===== src/rtl/serial_adder_ctrl.sv =====
// Bit-serial WIDTH-bit ADD/SUB built around one reused full-adder slice, LSB first.
// Latency: start accepted at edge E0, done pulses in the cycle after edge E_WIDTH.
// Backpressure: start is taken only while ready=1; start during RUN is ignored.
module serial_adder_ctrl #(
   parameter int WIDTH = 32
) (
   input  logic             clk,
   input  logic             rst,
   input  logic             start,
   input  logic             op,
   input  logic [WIDTH-1:0] a,
   input  logic [WIDTH-1:0] b,
   output logic             ready,
   output logic             busy,
   output logic             done,
   output logic [WIDTH-1:0] result,
   output logic             cout,
   output logic             overflow,
   output logic             zero
);

   localparam int CW = (WIDTH > 1) ? $clog2(WIDTH) : 1;

   typedef enum logic [1:0] {
      S_IDLE = 2'd0,
      S_RUN  = 2'd1,
      S_DONE = 2'd2
   } state_t;

   state_t           r_state;
   logic [WIDTH-1:0] r_a;        // operand A shift register
   logic [WIDTH-1:0] r_b;        // operand B (already inverted for SUB)
   logic [WIDTH-1:0] r_acc;      // sum bits shift in from the MSB side
   logic [CW-1:0]    r_cnt;
   logic             r_carry;
   logic             r_ready;
   logic             r_busy;
   logic             r_done;
   logic [WIDTH-1:0] r_result;   // published result, 0 while running
   logic             r_cout;
   logic             r_overflow;
   logic             r_zero;

   logic             w_sum;
   logic             w_cout;
   logic             w_last;
   logic             w_accept;
   logic [WIDTH-1:0] w_next_acc;

   // The single full-adder slice plus the value the accumulator takes this cycle.
   // On the last bit the carry-in of the slice is the carry into the MSB, so
   // overflow is simply r_carry XOR w_cout at that edge.
   always_comb begin
      w_sum      = r_a[0] ^ r_b[0] ^ r_carry;
      w_cout     = (r_a[0] & r_b[0]) | (r_a[0] & r_carry) | (r_b[0] & r_carry);
      w_next_acc = {w_sum, r_acc[WIDTH-1:1]};
      w_last     = (r_cnt == CW'(WIDTH - 1));
      w_accept   = r_ready & start;
   end

   // Control FSM with all datapath registers and registered outputs.
   always_ff @(posedge clk) begin
      if (rst) begin
         r_state    <= S_IDLE;
         r_a        <= '0;
         r_b        <= '0;
         r_acc      <= '0;
         r_cnt      <= '0;
         r_carry    <= 1'b0;
         r_ready    <= 1'b1;
         r_busy     <= 1'b0;
         r_done     <= 1'b0;
         r_result   <= '0;
         r_cout     <= 1'b0;
         r_overflow <= 1'b0;
         r_zero     <= 1'b0;
      end else if (w_accept) begin
         // Accept from IDLE or DONE: load operands, SUB is a + ~b + 1.
         r_state    <= S_RUN;
         r_a        <= a;
         r_b        <= op ? ~b : b;
         r_acc      <= '0;
         r_cnt      <= '0;
         r_carry    <= op;
         r_ready    <= 1'b0;
         r_busy     <= 1'b1;
         r_done     <= 1'b0;
         r_result   <= '0;
         r_cout     <= 1'b0;
         r_overflow <= 1'b0;
         r_zero     <= 1'b0;
      end else begin
         case (r_state)
            S_RUN: begin
               r_a     <= r_a >> 1;
               r_b     <= r_b >> 1;
               r_acc   <= w_next_acc;
               r_carry <= w_cout;
               r_cnt   <= r_cnt + 1'b1;
               if (w_last) begin
                  r_state    <= S_DONE;
                  r_busy     <= 1'b0;
                  r_ready    <= 1'b1;
                  r_done     <= 1'b1;
                  r_result   <= w_next_acc;
                  r_cout     <= w_cout;
                  r_overflow <= r_carry ^ w_cout;
                  r_zero     <= (w_next_acc == '0);
               end
            end
            S_DONE: begin
               r_state <= S_IDLE;
               r_done  <= 1'b0;
            end
            S_IDLE: begin
               r_state <= S_IDLE;
            end
            default: begin
               r_state <= S_IDLE;
               r_ready <= 1'b1;
               r_busy  <= 1'b0;
               r_done  <= 1'b0;
            end
         endcase
      end
   end

   assign ready    = r_ready;
   assign busy     = r_busy;
   assign done     = r_done;
   assign result   = r_result;
   assign cout     = r_cout;
   assign overflow = r_overflow;
   assign zero     = r_zero;

endmodule


===== config.mk =====
export PLATFORM = sky130hd
export DESIGN_NAME = serial_adder_ctrl
export DESIGN_NICKNAME = d
export VERILOG_FILES = /design/src/rtl/serial_adder_ctrl.sv
export SDC_FILE = /design/constraint.sdc
export NUM_CORES = 1
export LEC_CHECK = 0
export ABC_AREA = 0
export CORE_MARGIN = 2
export CORE_UTILIZATION = 52
export DETAILED_ROUTE_END_ITERATION = 7
export PLACE_DENSITY = 0.79
export SYNTH_ARGS = -nofsm -noshare
export SYNTH_HDL_FRONTEND = slang
export SYNTH_SLANG_ARGS = --single-unit

===== constraint.sdc =====
create_clock -name clk -period 2.3 [get_ports clk]
set_input_delay 0.23 -clock clk [delete_from_list [all_inputs] [get_ports clk]]
set_output_delay 0.23 -clock clk [all_outputs]
set_load 0.005 [all_outputs]

==> results_tabular.tex, run 1 <==
\begin{tabular}{lr}
\hline
Metric & Value \\
\hline
\multicolumn{2}{l}{\textbf{Clock tree}} \\
Clock edge transition at the registers on the reported setup and hold paths & 60 ps \\
Post-CTS resize count & 0 \\
Max clock buf depth & 2 \\
Setup Fix Bufs, Post-CTS & 0 \\
Number of sinks driven by the clock tree & 141 \\
TritonCTS Buffers & 17 \\
Clock insertion delay at the later pin of the skew report & 520 ps \\
Clock tree from TritonCTS & done \\
Buffer type at the clock tree root & clkbuf\_8 \\
Hold-fix buffers at CTS & 0 \\
Level count of the clock H-tree & 4 \\
\multicolumn{2}{l}{\textbf{GRT}} \\
Global-route wire length before repair & 21600 um \\
Pin count of the biggest net entering global routing & 74 \\
Initial antenna violation count & 0 \\
GRT Residual Overflow & 0 \\
Via count of the first global-routing pass & 4800 \\
Overall global routing resource usage & 22.45\% \\
\multicolumn{2}{l}{\textbf{Floorplan}} \\
Initial Util & 53.38\% \\
I/O pin cnt & 106 \\
Cell Rows & 38 \\
Die outline area & 12040 um2 \\
Die Y & 109.7 um \\
Die width & 109.7 um \\
Std-Cell Core Area & 10890 um2 \\
\multicolumn{2}{l}{\textbf{Logic synthesis}} \\
Most used flip-flop cell after synthesis & dfxtp\_1 \\
Cell area after synthesis & 5812 um2 \\
Average footprint of a synthesized cell & 7.897 um2 \\
EDFF count, synth & 0 \\
Sequential cell area fraction in the yosys report & 48.57\% \\
Synthesized instance count & 736 \\
Yosys reg bits & 141 \\
Area share of fa/ha/maj cells after synthesis & 0.7750\% \\
Simple-Gate Fraction of Synth Area & 24.00\% \\
Share of flip-flops with an asynchronous set or reset after synthesis & 0\% \\
Syn\_nets & 807 \\
Synth area leaders & dfxtp\_1 (49\%), nand2\_1 (17\%), a311oi\_1 (9.5\%), a21oi\_1 (6.0\%), xor2\_1 (5.0\%) \\
Yosys warnings & 0 \\
Post-synth top area cell & dfxtp\_1 \\
Xor-xnor portion of the synthesized cell area & 5.425\% \\
Post-synthesis compound-gate area fraction & 16.10\% \\
Number of library cell types mapped by synthesis & 28 \\
Synth top area share & 48.57\% \\
Dominant combinational cell family by area after synthesis & simple AND/OR/NAND/NOR gates \\
Post-synthesis mux area share & 0\% \\
\multicolumn{2}{l}{\textbf{STA}} \\
RSZ-0062 raised after global routing & no \\
Final Slew Violations & 0 \\
Fmax & 546.6 MHz \\
Count of final hold-check violations & 0 \\
Final setup violating endpoints & 0 \\
Final worst path period need & 1829 ps \\
Period utilization & 79.54\% \\
Transition at the pin with the smallest max-transition slack & 566.2 ps \\
Setup TNS & 0 ps \\
Clock Skew & 11.26 ps \\
Tightest slew margin relative to the limit & 62.26\% \\
\multicolumn{2}{l}{\textbf{Route}} \\
Number of DRC markers after the initial detailed-route iteration & 302 \\
Detailed Routing Iterations Pass 1 & 5 \\
Via count & 5221 \\
DR WL/cell & 13.09 um \\
Number of vias per cell & 5.422 \\
Wirelength, routed & 12600 um \\
DRC violations left & 0 \\
Antenna-violating nets left & 0 \\
\multicolumn{2}{l}{\textbf{Worst setup path}} \\
Largest stage delay, worst path & 490 ps \\
FF-to-FF setup slack & 470 ps \\
Nature of the critical path endpoint & flop \\
Nature of the critical path startpoint & flop \\
Worst EP required & 2760 ps \\
CP max stage cell & fa\_1 \\
Sequence of cells on the critical path & fa\_1, nor4\_1, nand4\_1, or3\_1, a21oi\_1 \\
Critical path data arrival time & 2290 ps \\
Maximum fanout encountered on the critical timing path & 3 \\
Critical Setup Path Class & flop to flop \\
\multicolumn{2}{l}{\textbf{Finish}} \\
Final Net Count & 881 \\
Final Instance Area & 7491 um2 \\
Fraction of final layout cells sized beyond drive strength 1 & 6.318\% \\
Layout overhead on the synthesized area & 28.89\% \\
Antenna cell count & 0 \\
\multicolumn{2}{l}{\textbf{Power}} \\
Worst IR drop on VDD & 0.4261 mV \\
Pwr Density & 785.1 nW/um2 \\
Static Leakage & 2.598 nW \\
\multicolumn{2}{l}{\textbf{Placed design}} \\
DP HPWL & 7990 um \\
Number of buffers inserted by port buffering & 105 \\
Area after DPL & 6900 um2 \\
Final estimated routing congestion in global placement & 0.7523 \\
\multicolumn{2}{l}{\textbf{Status}} \\
Result of the run & completed \\
\multicolumn{2}{l}{\textbf{Run}} \\
Max capacitance violation total & 0 \\
\multicolumn{2}{l}{\textbf{Worst hold path}} \\
Hold crit path type & primary input to flop \\
\hline
\end{tabular}
area by class of cell:
class,instances,area [um2]
repair buffers,118,1189
clock inverters,15,176.4
well taps,140,175.2
fillers,902,3397
multi-input cells,532,2714
clock buffers,17,414.1
flip-flops and latches,141,2823
through the flow:
stage | hold slack, ps | setup WS [ps] | utilization, % | total power [mW] | cells
after floorplan | 390.6 | 635.1 | - | 3.049 | 736
after global placement | 442.5 | 569.5 | 63.38 | 3.246 | 931
after detailed placement | 449.7 | 469.7 | 63.38 | 3.266 | 931
after CTS | 217.4 | 451.1 | 68.80 | 5.933 | 963
after global routing | 228.3 | 288.4 | 68.80 | 6.132 | 963
final | 240.5 | 470.6 | 68.80 | 5.881 | 963
sequential cells by signal, summed over array words and instances (netlist names), 2 cells and up:
name     count
r_cnt        5
r_b         32
r_state      2
r_a         32
result      32
r_acc       31
report_power, final:
part | internal, mW | leakage, nW | switching [mW]
Combinational | 0.269 | 1.16 | 0.329
Clock | 1.50 | 0.287 | 1.17
Sequential | 2.56 | 1.15 | 0.0642
Total | 4.32 | 2.60 | 1.56
cell usage after synthesis (all sizes together), types with 2 or more instances:
cell	number
clkbuf	25
nor4	8
a21oi	70
nor2	71
dfxtp	141
ha	2
o21a	2
xnor2	3
a311oi	63
xor2	33
nand3	2
buf	38
nand2	262
nand4	3
nand2b	5
layer usage:
layer  global-route usage (%)  share of wire (%)  vias up
li1                         -                  -     2617
met1                    28.27                 45     2423
met2                    37.61                 48      166
met3                    5.276                5.7       15
met4                    7.957                1.4        0
met5                        0                  0        -
critical path: cells and delay by family (launching register included):
family	cells	cell delay (ps)
DFF	1	390
and+or+nand+nor	3	760
AOI/OAI and AO/OA	1	130
adders and majority gates	1	490
final timing paths:
check | startpoint | to | depth (start not counted)
hold reg to reg | result[21] | result[21] | 2
hold / removal | rst | r_a[31] | 2
setup / recovery | r_carry | zero | 5
setup reg to reg | r_carry | zero | 5
kinds of logic after synthesis:
group | after synthesis
DFF | 141
AOI/OAI and AO/OA | 138
xor gates and xnor gates | 36
adders and majority gates | 3
buffers and inverters | 63
and+or+nand+nor | 355
placed cells by master (no fill, tap or decap):
| master | instances |
|---|---|
| o21a_1 | 2 |
| and3_1 | 1 |
| nor2_1 | 71 |
| a211oi_1 | 1 |
| buf_2 | 2 |
| nand2_1 | 260 |
| clkbuf_8 | 1 |
| dfxtp_1 | 141 |
| xnor2_1 | 3 |
| or3_1 | 1 |
| nor4_1 | 8 |
| ha_1 | 2 |
| buf_12 | 4 |
| clkinv_4 | 4 |
| clkinv_8 | 2 |
| a21oi_1 | 70 |
| inv_6 | 3 |
| nand2b_2 | 1 |
| inv_8 | 4 |
| buf_4 | 9 |
| nand3_1 | 2 |
| a31oi_1 | 1 |
| xor2_1 | 33 |
| nor2b_4 | 1 |
| nand2b_4 | 1 |
| clkbuf_16 | 16 |
| clkinvlp_4 | 1 |
| bufinv_16 | 1 |
| clkdlybuf4s50_1 | 103 |
| o21ai_0 | 1 |
| nand2b_1 | 3 |
| nand4_1 | 3 |
| a311oi_1 | 63 |
| and2_1 | 1 |
| fa_1 | 1 |
| nand2_4 | 2 |
(Power assumes the default switching activity.)
==> inputs of run 2 (changes only) <==
clock period = 1.9 ns   (was 2.3 ns; I/O delays follow)
==> run 2 against run 1 <==
  * Non-clock buffer count rose by 2
  * First-iteration DRC count fell by 19%
  * Critical path depth is the same
  * Highest routed layer unchanged
  * Die area did not move
  * Core utilization up 0.85 points
  * Largest power group unchanged
  * Global-route usage grew 0.12 points
  * Register-to-register slack worse by 330 ps
  * Combinational power grew 25%
  * Sequential share of layout area decreased by 0.43 points
==> results_tabular.tex, run 2 (same netlist as run 1, synthesis figures left out) <==
\begin{tabular}{lr}
\hline
Metric & Value \\
\hline
\multicolumn{2}{l}{\textbf{Placed design}} \\
Number of buffers inserted by port buffering & 105 (unchanged) \\
DP HPWL & 8460 um (was 7990 um) \\
Final estimated routing congestion in global placement & 0.7598 (was 0.7523) \\
Post-Place Setup Slack & 92.20 ps (was 469.7 ps) \\
\multicolumn{2}{l}{\textbf{Worst setup path}} \\
Nature of the critical path startpoint & flop (unchanged) \\
Critical path data arrival time & 2200 ps (was 2290 ps) \\
Maximum fanout encountered on the critical timing path & 3 (unchanged) \\
Nature of the critical path endpoint & flop (unchanged) \\
FF-to-FF setup slack & 140 ps (was 470 ps) \\
Reg-to-reg critical path endpoint & zero (unchanged) \\
Source of the worst register-to-register timing path & r\_carry (unchanged) \\
Critical Setup Path Class & flop to flop (unchanged) \\
Count of cells along the worst register-to-register path & 5 (unchanged) \\
Worst setup path startpoint & r\_carry (unchanged) \\
Worst EP required & 2340 ps (was 2760 ps) \\
\multicolumn{2}{l}{\textbf{Clock tree}} \\
Clock insertion delay at the later pin of the skew report & 510 ps (was 520 ps) \\
Max clock buf depth & 2 (unchanged) \\
TritonCTS Buffers & 17 (unchanged) \\
Number of sinks driven by the clock tree & 141 (unchanged) \\
Setup Fix Bufs, Post-CTS & 0 (unchanged) \\
Clock edge transition at the registers on the reported setup and hold paths & 60 ps (about the same) \\
Buffer type at the clock tree root & clkbuf\_8 (unchanged) \\
Clock tree from TritonCTS & done (unchanged) \\
Level count of the clock H-tree & 4 (unchanged) \\
\multicolumn{2}{l}{\textbf{Floorplan}} \\
Die width & 109.7 um (unchanged) \\
Cell Rows & 38 (unchanged) \\
Die outline area & 12040 um2 (unchanged) \\
Std-Cell Core Area & 10890 um2 (unchanged) \\
Die Y & 109.7 um (unchanged) \\
I/O pin cnt & 106 (unchanged) \\
Initial Util & 53.38\% (unchanged) \\
\multicolumn{2}{l}{\textbf{Route}} \\
DR WL/cell & 13.52 um (was 13.09 um) \\
Number of vias per cell & 5.349 (was 5.422) \\
Wirelength, routed & 13030 um (was 12600 um) \\
Number of DRC markers after the initial detailed-route iteration & 244 (was 302) \\
DRC violations left & 0 (unchanged) \\
Detailed Routing Iterations Pass 1 & 5 (unchanged) \\
Via count & 5156 (was 5221) \\
Antenna-violating nets left & 0 (unchanged) \\
\multicolumn{2}{l}{\textbf{GRT}} \\
Via count of the first global-routing pass & 4871 (was 4800) \\
GRT Residual Overflow & 0 (unchanged) \\
Global-route wire length before repair & 21780 um (was 21600 um) \\
Pin count of the biggest net entering global routing & 74 (unchanged) \\
Overall global routing resource usage & 22.57\% (was 22.45\%) \\
Initial antenna violation count & 0 (unchanged) \\
\multicolumn{2}{l}{\textbf{STA}} \\
Transition at the pin with the smallest max-transition slack & 700.1 ps (was 566.2 ps) \\
Fmax & 569.6 MHz (was 546.6 MHz) \\
Setup TNS & 0 ps (unchanged) \\
Count of final hold-check violations & 0 (unchanged) \\
Clock Skew & 9.503 ps (was 11.26 ps) \\
Period utilization & 92.40\% (was 79.54\%) \\
Tightest slew margin relative to the limit & 53.33\% (was 62.26\%) \\
Setup slack after layout & 144.3 ps (was 470.6 ps) \\
Final setup violating endpoints & 0 (unchanged) \\
Final Slew Violations & 0 (unchanged) \\
Final worst path period need & 1756 ps (was 1829 ps) \\
\multicolumn{2}{l}{\textbf{Finish}} \\
Final Net Count & 883 (was 881) \\
Final core utilization & 69.65\% (was 68.80\%) \\
Commonest non-fill, non-tap cells in the layout & nand2\_1 (260), dfxtp\_1 (139), clkdlybuf4s50\_1 (103) (was nand2\_1 (260), dfxtp\_1 (141), clkdlybuf4s50\_1 (103)) \\
Fraction of final layout cells sized beyond drive strength 1 & 7.039\% (was 6.318\%) \\
Commonest non-fill, non-tap cell in the layout & nand2\_1 (unchanged) \\
Filler cell count & 873 (was 902) \\
Antenna cell count & 0 (unchanged) \\
Layout overhead on the synthesized area & 30.48\% (was 28.89\%) \\
\multicolumn{2}{l}{\textbf{Power}} \\
Worst IR drop on VDD & 0.6130 mV (was 0.4261 mV) \\
Static Leakage & 2.634 nW (was 2.598 nW) \\
Pwr Density & 956.9 nW/um2 (was 785.1 nW/um2) \\
\multicolumn{2}{l}{\textbf{Worst hold path}} \\
Worst-case hold path end point & r\_a[31] (unchanged) \\
Hold crit path type & primary input to flop (unchanged) \\
Number of cells on the worst hold path & 3 (was 2) \\
Launch point of the worst hold path & a[31] (was rst) \\
\multicolumn{2}{l}{\textbf{Run}} \\
Max capacitance violation total & 0 (unchanged) \\
\multicolumn{2}{l}{\textbf{Status}} \\
Result of the run & completed (unchanged) \\
\hline
\end{tabular}
-- run 2: changes by cell type in the layout (fill, tap and decap cells not counted), sizes merged --
cell	before	now
inv	7	1
clkbuf	17	21
clkinv	6	3
buf	15	17
bufinv	1	3
clkinvlp	1	3
-- run 2: power by group --
group	switching (mW)	internal (mW)
registers	0.0805	3.10
clock network	1.20	2.13
logic	0.405	0.340
total	1.69	5.57
-- run 2: final cells by class --
cell class	count	area, um2	share of cell area (%)
sequential	141	2825	37.25
multi-input combinational	532	2724	35.92
timing repair buffer	120	1254	16.53
clock buffer	21	469.2	6.187
tap	140	175.2	2.310
clock inverter	10	136.4	1.798
-- run 2: per-stage QoR --
step,instance area [um2],cells,hold WS [ps],total power [mW]
floorplan,5812,736,350.6,3.691
global placement,6965,933,442.7,3.945
detailed placement,6965,933,446.0,3.975
CTS,7571,964,231.9,7.304
global route,7584,964,264.9,7.519
finish,7584,964,249.2,7.257
-- run 2: repair_timing --
action,CTS,global route
endpoints found under the setup margin,0,12
gates resized for setup,0,5
hold buffers,0,0
-- run 2: how the worst max path moves through the flow --
stage	to	slack (ps)	cells after the start
6_report	zero	140	5
3_5_place_dp	zero	90	5
3_3_place_gp	zero	160	5
4_1_cts	zero	70	5
2_1_floorplan	zero	240	5
5_1_grt	zero	-10	5
-- run 2: critical path, stage by stage, from the launching register on --
cell and delay (ps):
dfxtp_2 360, fa_2 460, nor4_2 290, nand4_1 120, or3_1 320, a21oi_1 130
-- run 2: layer usage --
metal | global-route usage [%] | part of all wire (%)
met1 | 27.15 | 44
met2 | 39.77 | 50
met3 | 5.987 | 5.5
met4 | 5.967 | 0.95
met5 | 0 | 0
==> inputs of run 3 (changes only) <==
MAX_ROUTING_LAYER = met4   (was unset)
SLEW_MARGIN = 25   (was unset)
==> run 3 against run 2 <==
  * Flip-flop and latch count stayed put
  * First-iteration DRC count grew 3.7%
  * Combinational power hardly changed
  * Sequential share of layout area unchanged
  * Critical path depth unchanged
==> results_tabular.tex, run 3 (same netlist as run 1, synthesis figures left out) <==
\begin{tabular}{lr}
\hline
Metric & Value \\
\hline
\multicolumn{2}{l}{\textbf{Clock tree}} \\
Level count of the clock H-tree & 4 (unchanged) \\
Clock edge transition at the registers on the reported setup and hold paths & 60 ps (about the same) \\
Max clock buf depth & 2 (unchanged) \\
Clock tree from TritonCTS & done (unchanged) \\
Hold-fix buffers at CTS & 0 (unchanged) \\
Setup Fix Bufs, Post-CTS & 0 (unchanged) \\
Clock insertion delay at the later pin of the skew report & 510 ps (about the same) \\
Number of sinks driven by the clock tree & 141 (unchanged) \\
Post-CTS resize count & 0 (unchanged) \\
TritonCTS Buffers & 17 (unchanged) \\
Buffer type at the clock tree root & clkbuf\_8 (unchanged) \\
\multicolumn{2}{l}{\textbf{Floorplan}} \\
Cell Rows & 38 (unchanged) \\
Initial Util & 53.38\% (unchanged) \\
Std-Cell Core Area & 10890 um2 (unchanged) \\
Die outline area & 12040 um2 (unchanged) \\
I/O pin cnt & 106 (unchanged) \\
Die width & 109.7 um (unchanged) \\
Die Y & 109.7 um (unchanged) \\
\multicolumn{2}{l}{\textbf{Placed design}} \\
DP HPWL & 8460 um (unchanged) \\
Number of buffers inserted by port buffering & 105 (unchanged) \\
Final estimated routing congestion in global placement & 0.7697 (was 0.7598) \\
Area after DPL & 6965 um2 (unchanged) \\
\multicolumn{2}{l}{\textbf{Route}} \\
DRC violations left & 0 (unchanged) \\
Number of vias per cell & 5.336 (was 5.349) \\
Via count & 5144 (was 5156) \\
DR WL/cell & 13.51 um (was 13.52 um) \\
Antenna-violating nets left & 0 (unchanged) \\
Number of DRC markers after the initial detailed-route iteration & 253 (was 244) \\
Wirelength, routed & 13020 um (was 13030 um) \\
Detailed Routing Iterations Pass 1 & 5 (unchanged) \\
\multicolumn{2}{l}{\textbf{STA}} \\
Count of final hold-check violations & 0 (unchanged) \\
Final setup violating endpoints & 0 (unchanged) \\
Transition at the pin with the smallest max-transition slack & 694.6 ps (was 700.1 ps) \\
Fmax & 570.8 MHz (was 569.6 MHz) \\
Tightest slew margin relative to the limit & 53.70\% (was 53.33\%) \\
Final worst path period need & 1752 ps (was 1756 ps) \\
Final Slew Violations & 0 (unchanged) \\
Period utilization & 92.21\% (was 92.40\%) \\
Clock Skew & 9.185 ps (was 9.503 ps) \\
\multicolumn{2}{l}{\textbf{Finish}} \\
Final core utilization & 69.65\% (unchanged) \\
Final Net Count & 883 (unchanged) \\
Antenna cell count & 0 (unchanged) \\
Final Instance Area & 7584 um2 (unchanged) \\
Layout overhead on the synthesized area & 30.48\% (unchanged) \\
Fraction of final layout cells sized beyond drive strength 1 & 7.039\% (unchanged) \\
Commonest non-fill, non-tap cell in the layout & nand2\_1 (unchanged) \\
Commonest non-fill, non-tap cells in the layout & nand2\_1 (260), dfxtp\_1 (139), clkdlybuf4s50\_1 (103) (unchanged) \\
\multicolumn{2}{l}{\textbf{Worst setup path}} \\
Worst EP required & 2340 ps (about the same) \\
Largest stage delay, worst path & 460 ps (about the same) \\
Critical Setup Path Class & flop to flop (unchanged) \\
Number of buffer and inverter instances along the worst setup path & 0 (unchanged) \\
Maximum fanout encountered on the critical timing path & 3 (unchanged) \\
Nature of the critical path startpoint & flop (unchanged) \\
CP max stage cell & fa\_2 (unchanged) \\
Nature of the critical path endpoint & flop (unchanged) \\
Sequence of cells on the critical path & fa\_2, nor4\_2, nand4\_1, or3\_1, a21oi\_1 (unchanged) \\
Crit-path leading delay family & simple AND/OR/NAND/NOR gates (unchanged) \\
Critical path data arrival time & 2190 ps (was 2200 ps) \\
\multicolumn{2}{l}{\textbf{GRT}} \\
GRT Residual Overflow & 0 (unchanged) \\
Via count of the first global-routing pass & 4866 (was 4871) \\
Overall global routing resource usage & 23.27\% (was 22.57\%) \\
Initial antenna violation count & 0 (unchanged) \\
Pin count of the biggest net entering global routing & 74 (unchanged) \\
Global-route wire length before repair & 21820 um (was 21780 um) \\
\multicolumn{2}{l}{\textbf{Run}} \\
Max capacitance violation total & 0 (unchanged) \\
\multicolumn{2}{l}{\textbf{Power}} \\
Worst IR drop on VDD & 0.6135 mV (was 0.6130 mV) \\
Pwr Density & 956.3 nW/um2 (was 956.9 nW/um2) \\
Static Leakage & 2.634 nW (unchanged) \\
\multicolumn{2}{l}{\textbf{Worst hold path}} \\
Hold crit path type & primary input to flop (unchanged) \\
\multicolumn{2}{l}{\textbf{Status}} \\
Result of the run & completed (unchanged) \\
\hline
\end{tabular}
## run 3: cell counts in the layout (fill, tap and decap cells not counted)
Identical to the previous run, type by type.
## run 3: power breakdown
part	internal, mW	switching [mW]	leakage, nW
sequential	3.10	0.0804	1.15
clock	2.13	1.20	0.292
combinational	0.340	0.406	1.19
## run 3: worst paths after layout
path	from	to	slack [ps]	cells after the start
worst max register to register	r_a[0]	zero	150	5
worst min-delay path	a[31]	r_a[31]	260	3
worst max-delay path	r_a[0]	zero	150	5
worst min register to register	result[3]	result[3]	450	2
## run 3: layer usage
layer	GRT usage [%]	wire, um	share of wire (%)	vias to the layer above
li1	-	-	-	2619
met5	-	0	0	-
met3	6.106	642	4.9	12
met2	39.77	6507	50	145
met1	27.33	5810	45	2368
met4	5.696	63	0.48	0
## run 3: cell type report
class | count | area (um2)
Fill cell | 873 | 3304
Sequential cell | 141 | 2825
Multi-Input combinational cell | 532 | 2724
Timing Repair Buffer | 120 | 1254
Clock buffer | 21 | 469.2
Tap cell | 140 | 175.2
Clock inverter | 10 | 136.4
## run 3: worst min-delay path: stages
cell and delay, ps:
clkdlybuf4s50_1 390, nand3_1 80, a21oi_1 50
## run 3: through the flow
step	setup TNS, ps	hold WS [ps]	worst slack, ps	power (mW)	instances
4_1_cts	0	231.9	69.51	7.304	964
6_report	0	255.4	148.0	7.252	964
3_3_place_gp	0	442.7	161.0	3.945	933
3_5_place_dp	0	446.0	92.20	3.975	933
5_1_grt	-10.89	262.1	-10.89	7.523	964
2_1_floorplan	0	350.6	235.1	3.691	736
